<file path="src/rtl/game2048_pkg.sv">
// Shared types for the 2048 game sequencer: FSM state codes, move directions,
// and a helper that flags the states which hold a handshake open.
package game2048_pkg;

    typedef enum logic [3:0] {
        ST_IDLE  = 4'd0,
        ST_INIT  = 4'd1,
        ST_WAIT  = 4'd2,
        ST_MOVE  = 4'd3,
        ST_SPAWN = 4'd4,
        ST_CHECK = 4'd5,
        ST_WIN   = 4'd6,
        ST_LOSE  = 4'd7,
        ST_ERR   = 4'd8
    } state_t;

    typedef enum logic [2:0] {
        DIR_NONE = 3'd0,
        DIR_IZQ  = 3'd1,
        DIR_DER  = 3'd2,
        DIR_UP   = 3'd3,
        DIR_DOWN = 3'd4
    } dir_t;

    localparam int NUM_DIRS = 4;

    function automatic logic is_busy(input state_t s);
        return (s == ST_INIT) || (s == ST_MOVE) || (s == ST_SPAWN) || (s == ST_CHECK);
    endfunction

endpackage

</file>
<file path="src/rtl/game_seq_ctrl_btn_edge_arb.sv">
// Button rising-edge detector with fixed-priority encode (izq > der > up > down).
// Edges are reported every cycle; the sequencer decides whether to act on them.
module btn_edge_arb
    import game2048_pkg::*;
(
    input  logic clk,
    input  logic rst,
    input  logic btn_izq,
    input  logic btn_der,
    input  logic btn_up,
    input  logic btn_down,
    output logic press,
    output dir_t dir
);

    logic [NUM_DIRS-1:0] btn_d;
    logic [NUM_DIRS-1:0] btn_q;
    logic [NUM_DIRS-1:0] rise;

    always_comb begin
        btn_d = {btn_down, btn_up, btn_der, btn_izq};
    end

    always_ff @(posedge clk) begin
        if (!rst) btn_q <= '0;
        else      btn_q <= btn_d;
    end

    assign rise = btn_d & ~btn_q;

    always_comb begin
        press = |rise;
        dir   = DIR_NONE;
        if      (rise[0]) dir = DIR_IZQ;
        else if (rise[1]) dir = DIR_DER;
        else if (rise[2]) dir = DIR_UP;
        else if (rise[3]) dir = DIR_DOWN;
    end

endmodule

</file>
<file path="src/rtl/game_seq_ctrl.sv">
// 2048 game sequencer: one move at a time through move -> spawn -> check
// handshakes, with a per-state watchdog and a saturating changed-move counter.
module game_seq_ctrl
    import game2048_pkg::*;
#(
    parameter int TIMEOUT = 256,
    parameter int CNT_W   = 16
) (
    input  logic             clk,
    input  logic             rst,
    input  logic             start,
    input  logic             fin,
    input  logic             btn_izq,
    input  logic             btn_der,
    input  logic             btn_up,
    input  logic             btn_down,
    input  logic             init_done,
    input  logic             move_done,
    input  logic             move_changed,
    input  logic             spawn_done,
    input  logic             check_done,
    input  logic             win,
    input  logic             lose,
    output logic [3:0]       estado,
    output logic [2:0]       mov,
    output logic             init_req,
    output logic             move_start,
    output logic             spawn_req,
    output logic             check_req,
    output logic             busy,
    output logic [CNT_W-1:0] move_count
);

    localparam int               WD_W    = $clog2(TIMEOUT + 1);
    localparam logic [WD_W-1:0]  WD_LAST = WD_W'(TIMEOUT - 1);

    state_t           state_q, state_d;
    dir_t             mov_q, mov_d;
    logic [CNT_W-1:0] cnt_q, cnt_d;
    logic [WD_W-1:0]  wd_q, wd_d;
    logic [3:0]       req_q, req_d;
    logic             press;
    dir_t             press_dir;
    logic             wd_expired;

    btn_edge_arb u_arb (
        .clk      (clk),
        .rst      (rst),
        .btn_izq  (btn_izq),
        .btn_der  (btn_der),
        .btn_up   (btn_up),
        .btn_down (btn_down),
        .press    (press),
        .dir      (press_dir)
    );

    always_comb begin
        state_d    = state_q;
        mov_d      = mov_q;
        cnt_d      = cnt_q;
        wd_expired = (wd_q == WD_LAST);

        // fin is checked first everywhere so it overrides any done or timeout
        case (state_q)
            ST_IDLE:  if (start) state_d = ST_INIT;
            ST_INIT: begin
                if      (fin)        state_d = ST_IDLE;
                else if (init_done)  state_d = ST_WAIT;
                else if (wd_expired) state_d = ST_ERR;
            end
            ST_WAIT: begin
                if (fin) state_d = ST_IDLE;
                else if (press) begin
                    state_d = ST_MOVE;
                    mov_d   = press_dir;
                end
            end
            ST_MOVE: begin
                if (fin) state_d = ST_IDLE;
                else if (move_done) begin
                    if (move_changed) begin
                        state_d = ST_SPAWN;
                        cnt_d   = (&cnt_q) ? cnt_q : cnt_q + 1'b1;
                    end else begin
                        state_d = ST_WAIT;
                    end
                end else if (wd_expired) state_d = ST_ERR;
            end
            ST_SPAWN: begin
                if      (fin)        state_d = ST_IDLE;
                else if (spawn_done) state_d = ST_CHECK;
                else if (wd_expired) state_d = ST_ERR;
            end
            ST_CHECK: begin
                if (fin) state_d = ST_IDLE;
                else if (check_done) begin
                    if      (win)  state_d = ST_WIN;
                    else if (lose) state_d = ST_LOSE;
                    else           state_d = ST_WAIT;
                end else if (wd_expired) state_d = ST_ERR;
            end
            ST_WIN, ST_LOSE, ST_ERR: begin
                if      (fin)   state_d = ST_IDLE;
                else if (start) state_d = ST_INIT;
            end
            default: state_d = ST_IDLE;
        endcase

        if (state_d == ST_INIT && state_q != ST_INIT) cnt_d = '0;
        if (state_d == ST_IDLE || state_d == ST_INIT || state_d == ST_WAIT) mov_d = DIR_NONE;

        wd_d = (state_d != state_q || !is_busy(state_q)) ? '0 : wd_q + 1'b1;

        req_d    = '0;
        req_d[0] = (state_d == ST_INIT)  && (state_q != ST_INIT);
        req_d[1] = (state_d == ST_MOVE)  && (state_q != ST_MOVE);
        req_d[2] = (state_d == ST_SPAWN) && (state_q != ST_SPAWN);
        req_d[3] = (state_d == ST_CHECK) && (state_q != ST_CHECK);
    end

    always_ff @(posedge clk) begin
        if (!rst) begin
            state_q <= ST_IDLE;
            mov_q   <= DIR_NONE;
            cnt_q   <= '0;
            wd_q    <= '0;
            req_q   <= '0;
        end else begin
            state_q <= state_d;
            mov_q   <= mov_d;
            cnt_q   <= cnt_d;
            wd_q    <= wd_d;
            req_q   <= req_d;
        end
    end

    assign estado     = state_q;
    assign mov        = mov_q;
    assign move_count = cnt_q;
    assign init_req   = req_q[0];
    assign move_start = req_q[1];
    assign spawn_req  = req_q[2];
    assign check_req  = req_q[3];
    assign busy       = is_busy(state_q);

endmodule

</file>
<file path="config.mk">
export PLATFORM = sky130hd
export DESIGN_NAME = game_seq_ctrl
export DESIGN_NICKNAME = d
export VERILOG_FILES = /design/src/rtl/game2048_pkg.sv /design/src/rtl/game_seq_ctrl_btn_edge_arb.sv /design/src/rtl/game_seq_ctrl.sv
export SDC_FILE = /design/constraint.sdc
export NUM_CORES = 1
export LEC_CHECK = 0
export BUFFER_PORTS_ARGS = -buffer_cell sky130_fd_sc_hd__buf_2
export CORE_MARGIN = 5
export CORE_UTILIZATION = 58
export DETAILED_ROUTE_END_ITERATION = 7
export HOLD_SLACK_MARGIN = 0.05
export PLACE_DENSITY = 0.84
export REMOVE_ABC_BUFFERS = 1
export SLEW_MARGIN = 0
export SYNTH_ARGS = -nofsm -noshare
export SYNTH_HDL_FRONTEND = slang
export SYNTH_SLANG_ARGS = --single-unit
export TNS_END_PERCENT = 50
</file>
<file path="constraint.sdc">
create_clock -name clk -period 7.4 [get_ports clk]
set_input_delay 0.37 -clock clk [delete_from_list [all_inputs] [get_ports clk]]
set_output_delay 0.37 -clock clk [all_outputs]
set_load 0.01 [all_outputs]
</file>
**Word-level counts from Yosys, hierarchy flattened**

Cells that the tools add are included.

- $add $sub $neg: 2
- Equality and inequality tests: 19
- Muxes and demuxes: 21
- Bitwise operators: 5
- Reduce and logical (&&, ||, !) cells: 21

Operators with widths:

| kind | count |
|---|---|
| $mux 4 | 13 |
| $pmux 4 s7 | 1 |
| $eq 4x3->1 const B | 6 |
| $mux 3 | 7 |
| $add 16x1->16 const B | 1 |
| $eq 4x2->1 const B | 4 |
| $reduce_and 16->1 | 1 |
| $add 9x1->9 const B | 1 |
| $eq 9x8->1 const B | 1 |
| $eq 4x1->1 const B | 2 |
| $logic_not 4->1 | 2 |
| $ne 4x3->1 const B | 2 |
| $logic_or 1x1->1 | 6 |
| $reduce_or 2->1 | 3 |
| $reduce_and 5->1 | 1 |
| $and 4x4->4 | 1 |
| $eq 4x4->1 const B | 1 |
| $logic_and 1x1->1 | 4 |
| $ne 4x1->1 const B | 1 |
| $ne 4x2->1 const B | 1 |
| $ne 4x4->1 | 1 |
| $not 4->4 | 1 |
| $reduce_or 4->1 | 1 |
| $not 1->1 | 3 |
| 3 further kinds | 3 |

- Flip-flop bits (word level): 40
- Output and inout bits: 28
- Word-level logic and storage cells: 74

**Logic depth before layout (Yosys ltp)**

Gate-level depths: netlist of the first run.

- Word-level depth: 10
- Gate-level depth with buffers: 11
- Depth with buffers taken out: 11

**Cells and area by module**

A second synthesis of the first run with hierarchy kept.

- Cell total of the unflattened synthesis: 260
- Area total of the unflattened synthesis: 2,496.1 um^2

By module, submodules not included:

| module | instances | cells each | area an instance (um^2) | sequential area each (um^2) |
|---|---|---|---|---|
| game_seq_ctrl | 1 | 243 | 2,307.2 | 720.7 |
| btn_edge_arb | 1 | 17 | 188.9 | 80.1 |

**Least setup slack after synthesis of the first run**

No wires, ideal clock.

- Path type: register -> register
- Start point: reg wd_q[2]
- End point: reg cnt_q[6], in the netlist move_count[6]
- Setup time: 64 ps
- Arrival: 2,325 ps
- Data required time: 7,336 ps
- Path slack: 5,011 ps
- Cell stages (with the launch flop): 12
- Buffers on the path: 1
- Cells stage by stage: dfxtp_1 > and3_1 > and2_1 > nand2_1 > nor2_1 > ha_1 > or3b_2 > a21boi_0 > o31ai_1 > a41o_2 > buf_6 > nor2_1

- Cells in the longest elaborated chain, start to end: 8
- Elaborated cells between the ends (all ways): 14
- Those cells by class: 2 x eq/ne; 10 x mux; 2 x reduce/logical

Ends and longest elaborated chain:

| what | RTL line | source |
|---|---|---|
| from (decl) | game_seq_ctrl.sv:40 | `logic [WD_W-1:0] wd_q, wd_d;` |
| from (signal assigned) | game_seq_ctrl.sv:132 | `wd_q <= wd_d;` |
| $eq 9x8->1 * | game_seq_ctrl.sv:61 | `wd_expired = (wd_q == WD_LAST);` |
| $mux 4 * | - |  |
| $mux 4, on equally long branches (2 in series) | - |  |
| $pmux 4 s7 * | game_seq_ctrl.sv:64 | `case (state_q)` |
| $eq 4x1->1 * | game_seq_ctrl.sv:109 | `if (state_d == ST_INIT && state_q != ST_INIT) cnt_d = '0;` |
| $logic_and 1x1->1 * | game_seq_ctrl.sv:109 |  |
| $reduce_or 2->1 (no line) * | - |  |
| to (signal assigned) | game_seq_ctrl.sv:131 | `cnt_q <= cnt_d;` |
| to (decl) | game_seq_ctrl.sv:39 | `logic [CNT_W-1:0] cnt_q, cnt_d;` |

Every way passes the cells marked *; elsewhere a longest branch is shown, timed or not.
A chain may end at the register's enable or synchronous reset.

**Worst setup path after layout of the first run**

- Start point: reg wd_q[2]
- End point: reg wd_q[6]

- Cells in the longest elaborated chain, start to end: 8
- Elaborated cells between the ends (all ways): 15
- Those cells by class: 1 x add/sub; 2 x eq/ne; 10 x mux; 2 x reduce/logical

Ends and longest elaborated chain:

| what | RTL line | source |
|---|---|---|
| $eq 9x8->1 | game_seq_ctrl.sv:61 |  |
| $mux 4 | - |  |
| $mux 4, on equally long branches (2 in series) | - |  |
| $pmux 4 s7 | game_seq_ctrl.sv:64 |  |
| $ne 4x4->1 | game_seq_ctrl.sv:112 | `wd_d = (state_d != state_q \|\| !is_busy(state_q)) ? '0 : wd_q + 1'b1;` |
| $logic_or 1x1->1 | game_seq_ctrl.sv:112 |  |
| $reduce_or 2->1 (no line) | - |  |

Parallel ways exist; a longest one is shown, timed or not.

==> qor.yml, run 1 <==
power:
  power_frac_clock: 0.281
  p_switching_w: 0.0000886
  swShare: 0.250
  power.internal_w: 0.000266
  seq_power_share: 0.622
  leakagePower_nw: 0.888
  powerDensity_nw_per_um2: 151
  vdd_drop_max_v: 0.000102
  p_comb_frac: 0.097
timing:
  drv_slew: 0
  fin_crit_ns: 2.66
  relSlewSlack: 0.521
  worst_pin_slew_ns: 0.712
  fin_crit_sh: 0.360
  hold_viol: 0
  fmax_mhz: 376
  rsz0062_at_grt: "no"
  setup-violations-final: 0
  fin_setup_tns_ns: 0
  skew_ns: 0.00754
clock_tree:
  cts.htree.levels: 2
  cts_buffers: 5
  cts_resized: 0
  clock_sinks: 40
  cts_hold_buf: 0
  clockBufferDepth: 2
  root_buffer: "clkbuf_4"
  cts_tree: "built"
  clk_latency_ns: 0.35
  path_clk_slew_ns: 0.10
  post_cts_buffers: 0
logic_synthesis:
  synth_top_area_share: 0.384
  synth_area_um2: 2080
  ys_ff_latch: 40
  ys_async_sr_fraction: 0
  synth_edf_count: 0
  syn_area_per_cell_um2: 8.83
  ys_top_cells_by_count: "40 x dfxtp_1, 26 x nor2_1, 24 x nand2_1"
  yosysMostFrequentCell: "dfxtp_1"
  yosys_warnings: 0
  synth-seq-area-share: 0.384
  yosysTopAreaCell: "dfxtp_1"
  synthTopCellsByArea: "dfxtp_1 38%, xor2_1 6.7%, nor2_1 4.7%, nand2_1 4.3%, nor4_1 3.9%"
  synth.distinct_cells: 57
  netlist_instances: 236
  ys.flop_type: "dfxtp_1"
layout:
  area_delta_synth_final_pct: 13.0
  final_area_um2: 2360
  layout.nets: 296
  antenna_cells: 0
  drive_above_1_share: 0.216
setup_path:
  end_kind: "register"
  crit_arrival_ns: 2.92
  critical_path_class: "register to register"
  critPathMostFrequentCell: "nand2_1"
  cp_cell_sequence: "and3_1, and2_1, nand2_1, nor2_1, ha_1, or3b_2, a21boi_0, o31ai_1, nand2_1, nand2_1, nor4_1"
  crit_fanout: 9
  cpMaxStageDelayCell: "or3b_2"
  worstSetupStartpointType: "register"
  required_ns: 7.65
  worst_path_largest_cell_delay_ns: 0.47
run:
  drv_cap: 0
global_route:
  grt_usage: 0.188
  grt_pass1_wl_um: 7650
  antenna_found_initial: 0
  grt_max_degree: 24
  grt_overflow_total: 0
  grt_pass1_vias: 1731
placed_design:
  hpwl_um: 3330
  placed_cell_area_um2: 2310
  routabilityCongestion: 0.861
  numPortBuffers: 42
die:
  start_util: 0.610
  die_h_um: 70.0
  die-area_um2: 4890
  coreArea_um2: 3420
  ios: 43
  rows: 21
  die_w_um: 70.0
status:
  status: "completed"
drt:
  firstDrtPassIters: 4
  wl_per_cell_um: 13.6
  drt_iter0_markers: 157
  drc: 0
  vias: 1858
  vias_per_cell: 5.73
  antenna_left: 0
  drt-total-wl_um: 4390
hold_path:
  hold_class: "input pin to register"
power groups by stage:
stage / combinational, W / clock (W) / sequential [W]
after floorplan: 0.0000216 / 0 / 0.000225
after detailed placement: 0.0000344 / 0 / 0.000226
final: 0.0000345 / 0.0000996 / 0.000221
after global placement: 0.0000340 / 0 / 0.000226
after global routing: 0.0000382 / 0.000111 / 0.000221
after CTS: 0.0000346 / 0.000103 / 0.000221
cells by family (layout without fill, tap and decap cells):
| family | Yosys count | in the layout | share of synthesized area |
|---|---|---|---|
| buf+inv | 12 | 54 | 0.0294 |
| flops | 40 | 40 | 0.384 |
| simple gates | 122 | 122 | 0.321 |
| compound gates | 32 | 32 | 0.128 |
| mux | 4 | 4 | 0.0198 |
| xor+xnor | 23 | 23 | 0.100 |
| fa+ha+maj | 3 | 3 | 0.0180 |
sequential cells by signal (all words and copies together), names as in the netlist:
name         count
mov              3
move_count      16
req_q            4
u_arb.btn_q      4
estado           4
wd_q             9
routing by layer:
metal	global-route usage	vias to the layer above	wire length (um)
li1	-	940	-
met1	0.229	869	2040
met2	0.320	43	2080
met3	0.0387	6	218
met4	0.0830	0	55
met5	0	-	0
layout by cell type, fill, tap and decap left out, types with 3 or more instances in the layout:
| master | count |
|---|---|
| nor3_1 | 6 |
| a211oi_1 | 3 |
| buf_2 | 42 |
| xor2_1 | 16 |
| nor2_1 | 26 |
| and3_1 | 3 |
| nand4b_1 | 3 |
| mux2i_1 | 3 |
| xnor2_1 | 6 |
| nor3b_1 | 6 |
| a21oi_1 | 4 |
| nand2b_1 | 7 |
| inv_1 | 5 |
| nand2_1 | 24 |
| and2_1 | 6 |
| nand4_1 | 8 |
| dfxtp_1 | 40 |
| o21ai_0 | 3 |
| nor4_1 | 13 |
| nand3_1 | 6 |
| nor2b_1 | 3 |
| clkbuf_4 | 5 |
| ha_1 | 3 |
critical path: cells and delay by family, from the launching register on:
family	cells	cell delay, ns
simple gates	8	1.58
compound gates	2	0.42
flops	1	0.35
fa+ha+maj	1	0.23
through the flow:
step,utilization,worst slack [ns],instances,power (W),hold slack (ns)
floorplan,-,5.04,229,0.000247,0.476
global placement,0.676,4.88,317,0.000260,0.452
detailed placement,0.676,4.80,317,0.000260,0.445
CTS,0.690,4.76,324,0.000358,0.215
global route,0.690,4.49,324,0.000371,0.227
finish,0.690,4.74,324,0.000355,0.231
final timing paths:
path,depth (start not counted),slack [ns],start,end
max,11,4.74,wd_q[2],wd_q[6]
min,2,0.23,btn_down,u_arb.btn_q[3]
min reg2reg,2,0.47,mov[0],mov[0]
max reg2reg,11,4.74,wd_q[2],wd_q[6]
final cells by class:
type	instances	area, um^2
multi-input combinational	184	1220
fill	304	1060
sequential	40	801
timing repair buffer	42	210
tap	46	57.6
clock buffer	6	41.3
inverter	5	18.8
clock inverter	1	5.00
No activity file was read; power rests on OpenSTA's default activity.
==> run 2, diff against run 1 <==
--- a/config.mk
+++ b/config.mk
@@ -7,10 +7,10 @@
 export LEC_CHECK = 0
 export BUFFER_PORTS_ARGS = -buffer_cell sky130_fd_sc_hd__buf_2
 export CORE_MARGIN = 5
-export CORE_UTILIZATION = 58
+export CORE_UTILIZATION = 49
 export DETAILED_ROUTE_END_ITERATION = 7
 export HOLD_SLACK_MARGIN = 0.05
-export PLACE_DENSITY = 0.84
+export PLACE_DENSITY = 0.75
 export REMOVE_ABC_BUFFERS = 1
 export SLEW_MARGIN = 0
 export SYNTH_ARGS = -nofsm -noshare
==> constraint.sdc (replaced) <==
create_clock -name clk -period 2.4 [get_ports clk]
set_input_delay 0.12 -clock clk [delete_from_list [all_inputs] [get_ports clk]]
set_output_delay 0.12 -clock clk [all_outputs]
set_load 0.01 [all_outputs]
==> qor.yml, run 2 (same netlist as run 1, synthesis figures left out) <==
clock_tree:
  cts_tree: "built"  # unchanged
  root_buffer: "clkbuf_8"  # was clkbuf_4
  cts.htree.levels: 2  # unchanged
  clk_latency_ns: 0.29  # was 0.35 ns
  clockBufferDepth: 2  # unchanged
  cts_buffers: 5  # unchanged
  path_clk_slew_ns: 0.08  # was 0.10 ns
  clock_sinks: 40  # unchanged
setup_path:
  critical_path_class: "register to register"  # unchanged
  worst_path_largest_cell_delay_ns: 0.39  # was 0.47 ns
  rr_worst_depth: 12  # was 11
  crit_buf_inv: 2  # was 0
  startpoint: "wd_q[3]"  # was wd_q[2]
  cpMaxStageDelayCell: "a2111o_1"  # was or3b_2
  crit_arrival_ns: 2.57  # was 2.92 ns
  cp_top_family: "compound AO/OA/AOI/OAI gates"  # was simple AND/OR/NAND/NOR gates
  cp_cell_sequence: "and3_4, and2_4, nand2_4, nor2_4, ha_4, mux2i_2, buf_4, nand2_1, a2111o_1, a41o_2, buf_12, nor2_1"  # was and3_1, and2_1, nand2_1, nor2_1, ha_1, or3b_2, a21boi_0, o31ai_1, nand2_1, nand2_1, nor4_1
  cp_num_cells: 12  # was 11
  end_kind: "register"  # unchanged
  r2r_start: "wd_q[3]"  # was wd_q[2]
  worstSetupStartpointType: "register"  # unchanged
  rrSetupSlack_ns: 0.05  # was 4.74 ns
  crit_fanout: 16  # was 9
  r2r-end: "move_count[2]"  # was wd_q[6]
  required_ns: 2.62  # was 7.65 ns
  endpoint: "move_count[2]"  # was wd_q[6]
global_route:
  antenna_found_initial: 0  # unchanged
  grt_pass1_vias: 1836  # was 1731
  grt_pass1_wl_um: 8510  # was 7650 um
  grt_overflow_total: 0  # unchanged
  grt_max_degree: 17  # was 24
  grt_usage: 0.194  # was 0.188
timing:
  drv_slew: 0  # unchanged
  relSlewSlack: 0.636  # was 0.521
  setup-violations-final: 0  # unchanged
  fin_crit_sh: 0.979  # was 0.360
  rsz0062_at_grt: "yes"  # was no
  skew_ns: 0.00816  # was 0.00754 ns
  hold_viol: 0  # unchanged
  fmax_mhz: 426  # was 376 MHz
  worst_pin_slew_ns: 0.546  # was 0.712 ns
  fin_crit_ns: 2.35  # was 2.66 ns
drt:
  vias_per_cell: 5.57  # was 5.73
  drt-total-wl_um: 5360  # was 4390 um
  wl_per_cell_um: 15.0  # was 13.6 um
  vias: 1990  # was 1858
  firstDrtPassIters: 4  # unchanged
  drc: 0  # unchanged
  antenna_left: 0  # unchanged
  drt_iter0_markers: 58  # was 157
die:
  rows: 23  # was 21
  die_h_um: 75.2  # was 70.0 um
  start_util: 0.514  # was 0.610
  die_w_um: 75.2  # was 70.0 um
  die-area_um2: 5660  # was 4890 um^2
  ios: 43  # unchanged
  coreArea_um2: 4060  # was 3420 um^2
power:
  power_w: 0.00141  # was 0.000355 W
  leakagePower_nw: 1.10  # was 0.888 nW
  vdd_drop_max_v: 0.000430  # was 0.000102 V
  powerDensity_nw_per_um2: 496  # was 151 nW/um^2
placed_design:
  hpwl_um: 3640  # was 3330 um
  place_inst: 339  # was 317
  routabilityCongestion: 0.958  # was 0.861
  numPortBuffers: 42  # unchanged
layout:
  final_common_cell: "buf_2"  # unchanged
  layout.nets: 324  # was 296
  antenna_cells: 0  # unchanged
  num-fill-cells: 309  # was 304
  fin_cells: 357  # was 324
  drive_above_1_share: 0.368  # was 0.216
  fin_util: 0.701  # was 0.690
  final_cell_mix: "42 x buf_2, 37 x dfxtp_1, 22 x nor2_1, 22 x buf_4, 21 x nand2_1"  # was 42 x buf_2, 40 x dfxtp_1, 26 x nor2_1
  largest_reg_flops: 16  # unchanged
  area_delta_synth_final_pct: 36.4  # was 13.0%
hold_path:
  hold_class: "input pin to register"  # unchanged
status:
  status: "completed"  # unchanged
run:
  drv_cap: 0  # unchanged
run 2: cell type report:
| type | count | area, um^2 | area share |
|---|---|---|---|
| clock inverter | 2 | 38.8 | 0.0136 |
| sequential | 40 | 805 | 0.283 |
| inverter | 5 | 18.8 | 0.00660 |
| tap | 50 | 62.6 | 0.0220 |
| multi-input combinational | 185 | 1400 | 0.493 |
| timing repair buffer | 69 | 435 | 0.153 |
| clock buffer | 6 | 82.6 | 0.0290 |
run 2: timing repair:
item,in CTS,in global routing
pin swaps,15,13
setup endpoints to repair,28,29
hold buffers,4,0
setup buffers,1,4
gates resized for setup,13,25
gates cloned,1,0
hold endpoints to repair,4,0
run 2: worst min path at each step:
stage                          end      from  cells after the start
finish              u_arb.btn_q[0]       rst                      2
global route        u_arb.btn_q[1]       rst                      2
CTS                 u_arb.btn_q[2]       rst                      2
detailed placement  u_arb.btn_q[1]   btn_der                      2
global placement    u_arb.btn_q[3]  btn_down                      2
floorplan           u_arb.btn_q[0]   btn_izq                      1
run 2: power by group:
part | switching [W] | internal, W
clock | 0.000227 | 0.000340
sequential | 0.00000619 | 0.000671
combinational | 0.0000924 | 0.0000749
run 2: layer usage:
metal,wire length (um),global-route usage
met5,0,0
met4,64,0.0718
met1,2300,0.236
met3,255,0.0374
met2,2740,0.338
run 2: per-stage QoR:
stage                     hold WS, ns  area [um^2]  worst slack [ns]  setup TNS (ns)
after global routing            0.190         2840           -0.0666          -0.417
final                           0.179         2840            0.0500               0
after global placement          0.336         2450           -0.0815           -1.04
after CTS                       0.158         2660           -0.0182         -0.0310
after floorplan                 0.242         2040            0.0397               0
after detailed placement        0.344         2450            -0.168           -2.76
==> run 3, diff against run 2 <==
--- a/config.mk
+++ b/config.mk
@@ -6,7 +6,6 @@
 export NUM_CORES = 1
 export LEC_CHECK = 0
 export BUFFER_PORTS_ARGS = -buffer_cell sky130_fd_sc_hd__buf_2
-export CORE_MARGIN = 5
 export CORE_UTILIZATION = 49
 export DETAILED_ROUTE_END_ITERATION = 7
 export HOLD_SLACK_MARGIN = 0.05
==> qor.yml, run 3 (same netlist as run 1, synthesis figures left out) <==
global_route:
  grt_pass1_wl_um: 7730  # was 8510 um
  grt_pass1_vias: 1784  # was 1836
  antenna_found_initial: 0  # unchanged
  grt_max_degree: 20  # was 17
  grt_overflow_total: 0  # unchanged
  grt_usage: 0.222  # was 0.194
power:
  powerDensity_nw_per_um2: 473  # was 496 nW/um^2
  leakagePower_nw: 1.05  # was 1.10 nW
  vdd_drop_max_v: 0.000385  # was 0.000430 V
setup_path:
  worstSetupStartpointType: "register"  # unchanged
  end_kind: "register"  # unchanged
  crit_fanout: 5  # was 16
  required_ns: 2.59  # was 2.62 ns
  critical_path_class: "register to register"  # unchanged
  crit_buf_inv: 1  # was 2
  cp_cell_sequence: "and3_4, and2_4, nand2_2, nor2_2, ha_2, or3b_2, a21boi_2, o31ai_2, nand2_1, buf_4, nand2_2, nor4_1"  # was and3_4, and2_4, nand2_4, nor2_4, ha_4, mux2i_2, buf_4, nand2_1, a2111o_1, a41o_2, buf_12, nor2_1
  r2r_start: "wd_q[4]"  # was wd_q[3]
  cpMaxStageDelayCell: "or3b_2"  # was a2111o_1
  crit_arrival_ns: 2.59  # was 2.57 ns
  startpoint: "wd_q[4]"  # was wd_q[3]
  worst_path_largest_cell_delay_ns: 0.49  # was 0.39 ns
  critPathMostFrequentCell: "nand2_2"
  cp_top_family: "simple AND/OR/NAND/NOR gates"  # was compound AO/OA/AOI/OAI gates
layout:
  fin_cells: 355  # was 357
  drive_above_1_share: 0.370  # was 0.368
  fin_util: 0.691  # was 0.701
  antenna_cells: 0  # unchanged
  layout.nets: 322  # was 324
  largest_reg_flops: 16  # unchanged
  final_cell_mix: "42 x buf_2, 37 x dfxtp_1, 24 x nor2_1"  # was 42 x buf_2, 37 x dfxtp_1, 22 x nor2_1, 22 x buf_4, 21 x nand2_1
  final_common_cell: "buf_2"  # unchanged
  area_delta_synth_final_pct: 33.6  # was 36.4%
die:
  start_util: 0.517  # was 0.514
  rows: 23  # unchanged
  die_w_um: 67.2  # was 75.2 um
  coreArea_um2: 4030  # was 4060 um^2
  die-area_um2: 4520  # was 5660 um^2
  die_h_um: 67.2  # was 75.2 um
  ios: 43  # unchanged
timing:
  fin_crit_ns: 2.41  # was 2.35 ns
  drv_slew: 0  # unchanged
  fmax_mhz: 416  # was 426 MHz
  relSlewSlack: 0.597  # was 0.636
  hold_viol: 0  # unchanged
  setup-violations-final: 1  # was 0
  rsz0062_at_grt: "yes"  # unchanged
  worst_pin_slew_ns: 0.603  # was 0.546 ns
  skew_ns: 0.0107  # was 0.00816 ns
  setup_slack_ns: -0.00543  # was 0.0500 ns
  fin_crit_sh: 1.00  # was 0.979
hold_path:
  hp-start: "btn_der"  # was rst
  hold_class: "input pin to register"  # unchanged
drt:
  vias: 2002  # was 1990
  drt_iter0_markers: 67  # was 58
  drt-total-wl_um: 5130  # was 5360 um
  drc: 0  # unchanged
  antenna_left: 0  # unchanged
  wl_per_cell_um: 14.5  # was 15.0 um
  firstDrtPassIters: 5  # was 4
  vias_per_cell: 5.64  # was 5.57
status:
  status: "complete, but fails checks"  # was completed
  violations: "setup timing"
placed_design:
  routabilityCongestion: 0.837  # was 0.958
  hpwl_um: 3410  # was 3640 um
  place_inst: 337  # was 339
  numPortBuffers: 42  # unchanged
clock_tree:
  cts_buffers: 5  # unchanged
  cts.htree.levels: 2  # unchanged
  clockBufferDepth: 2  # unchanged
  root_buffer: "clkbuf_8"  # unchanged
  clock_sinks: 40  # unchanged
  cts_tree: "built"  # unchanged
  path_clk_slew_ns: 0.08  # about the same
  clk_latency_ns: 0.29  # about the same
run:
  drv_cap: 0  # unchanged
[run 3: final cells by class]
class,count,area [um^2]
multi-input cells,186,1410
well taps,50,62.6
repair buffers,66,397
fillers,332,1240
clock buffers,6,82.6
flip-flops and latches,40,805
inverters,5,18.8
clock inverters,2,15.0
[run 3: repair_timing]
| item | in CTS | in global routing |
|---|---|---|
| cloned | 1 | 1 |
| buffers inserted | 3 | 4 |
| endpoints found under the hold margin | 1 | 0 |
| endpoints found under the setup margin | 29 | 29 |
| hold buffers | 1 | 0 |
| pin swaps | 10 | 21 |
| gates resized for setup | 14 | 20 |
[run 3: through the flow]
stage	cell area [um^2]	power, W	TNS [ns]	hold slack (ns)	setup slack, ns
global placement	2430	0.000812	-0.392	0.336	-0.0464
finish	2790	0.00132	-0.00543	0.0504	-0.00543
global route	2790	0.00136	-1.26	0.0540	-0.0993
floorplan	2040	0.000761	0	0.242	0.0397
CTS	2610	0.00128	0	0.0504	0.0107
detailed placement	2430	0.000813	-2.37	0.336	-0.136
[run 3: path summary, 6_finish.rpt]
| kind | end | slack [ns] | depth (start not counted) |
|---|---|---|---|
| setup / recovery | wd_q[4] | -0.005 | 12 |
| hold / removal | u_arb.btn_q[1] | 0.05 | 2 |
| hold reg to reg | mov[0] | 0.45 | 2 |
| setup reg to reg | wd_q[4] | -0.005 | 12 |
[run 3: where the power goes]
group,internal (W),switching [W]
clock network,0.000233,0.000236
registers,0.000671,0.00000554
logic,0.0000757,0.0000961
[run 3: per-layer routing]
layer	part of all wire	global-route usage	wire length, um	up-vias
met5	0	0	0	-
met4	0.019	0.0824	95	0
met3	0.031	0.0405	161	10
met2	0.50	0.374	2570	51
met1	0.45	0.281	2310	945
li1	-	-	-	996
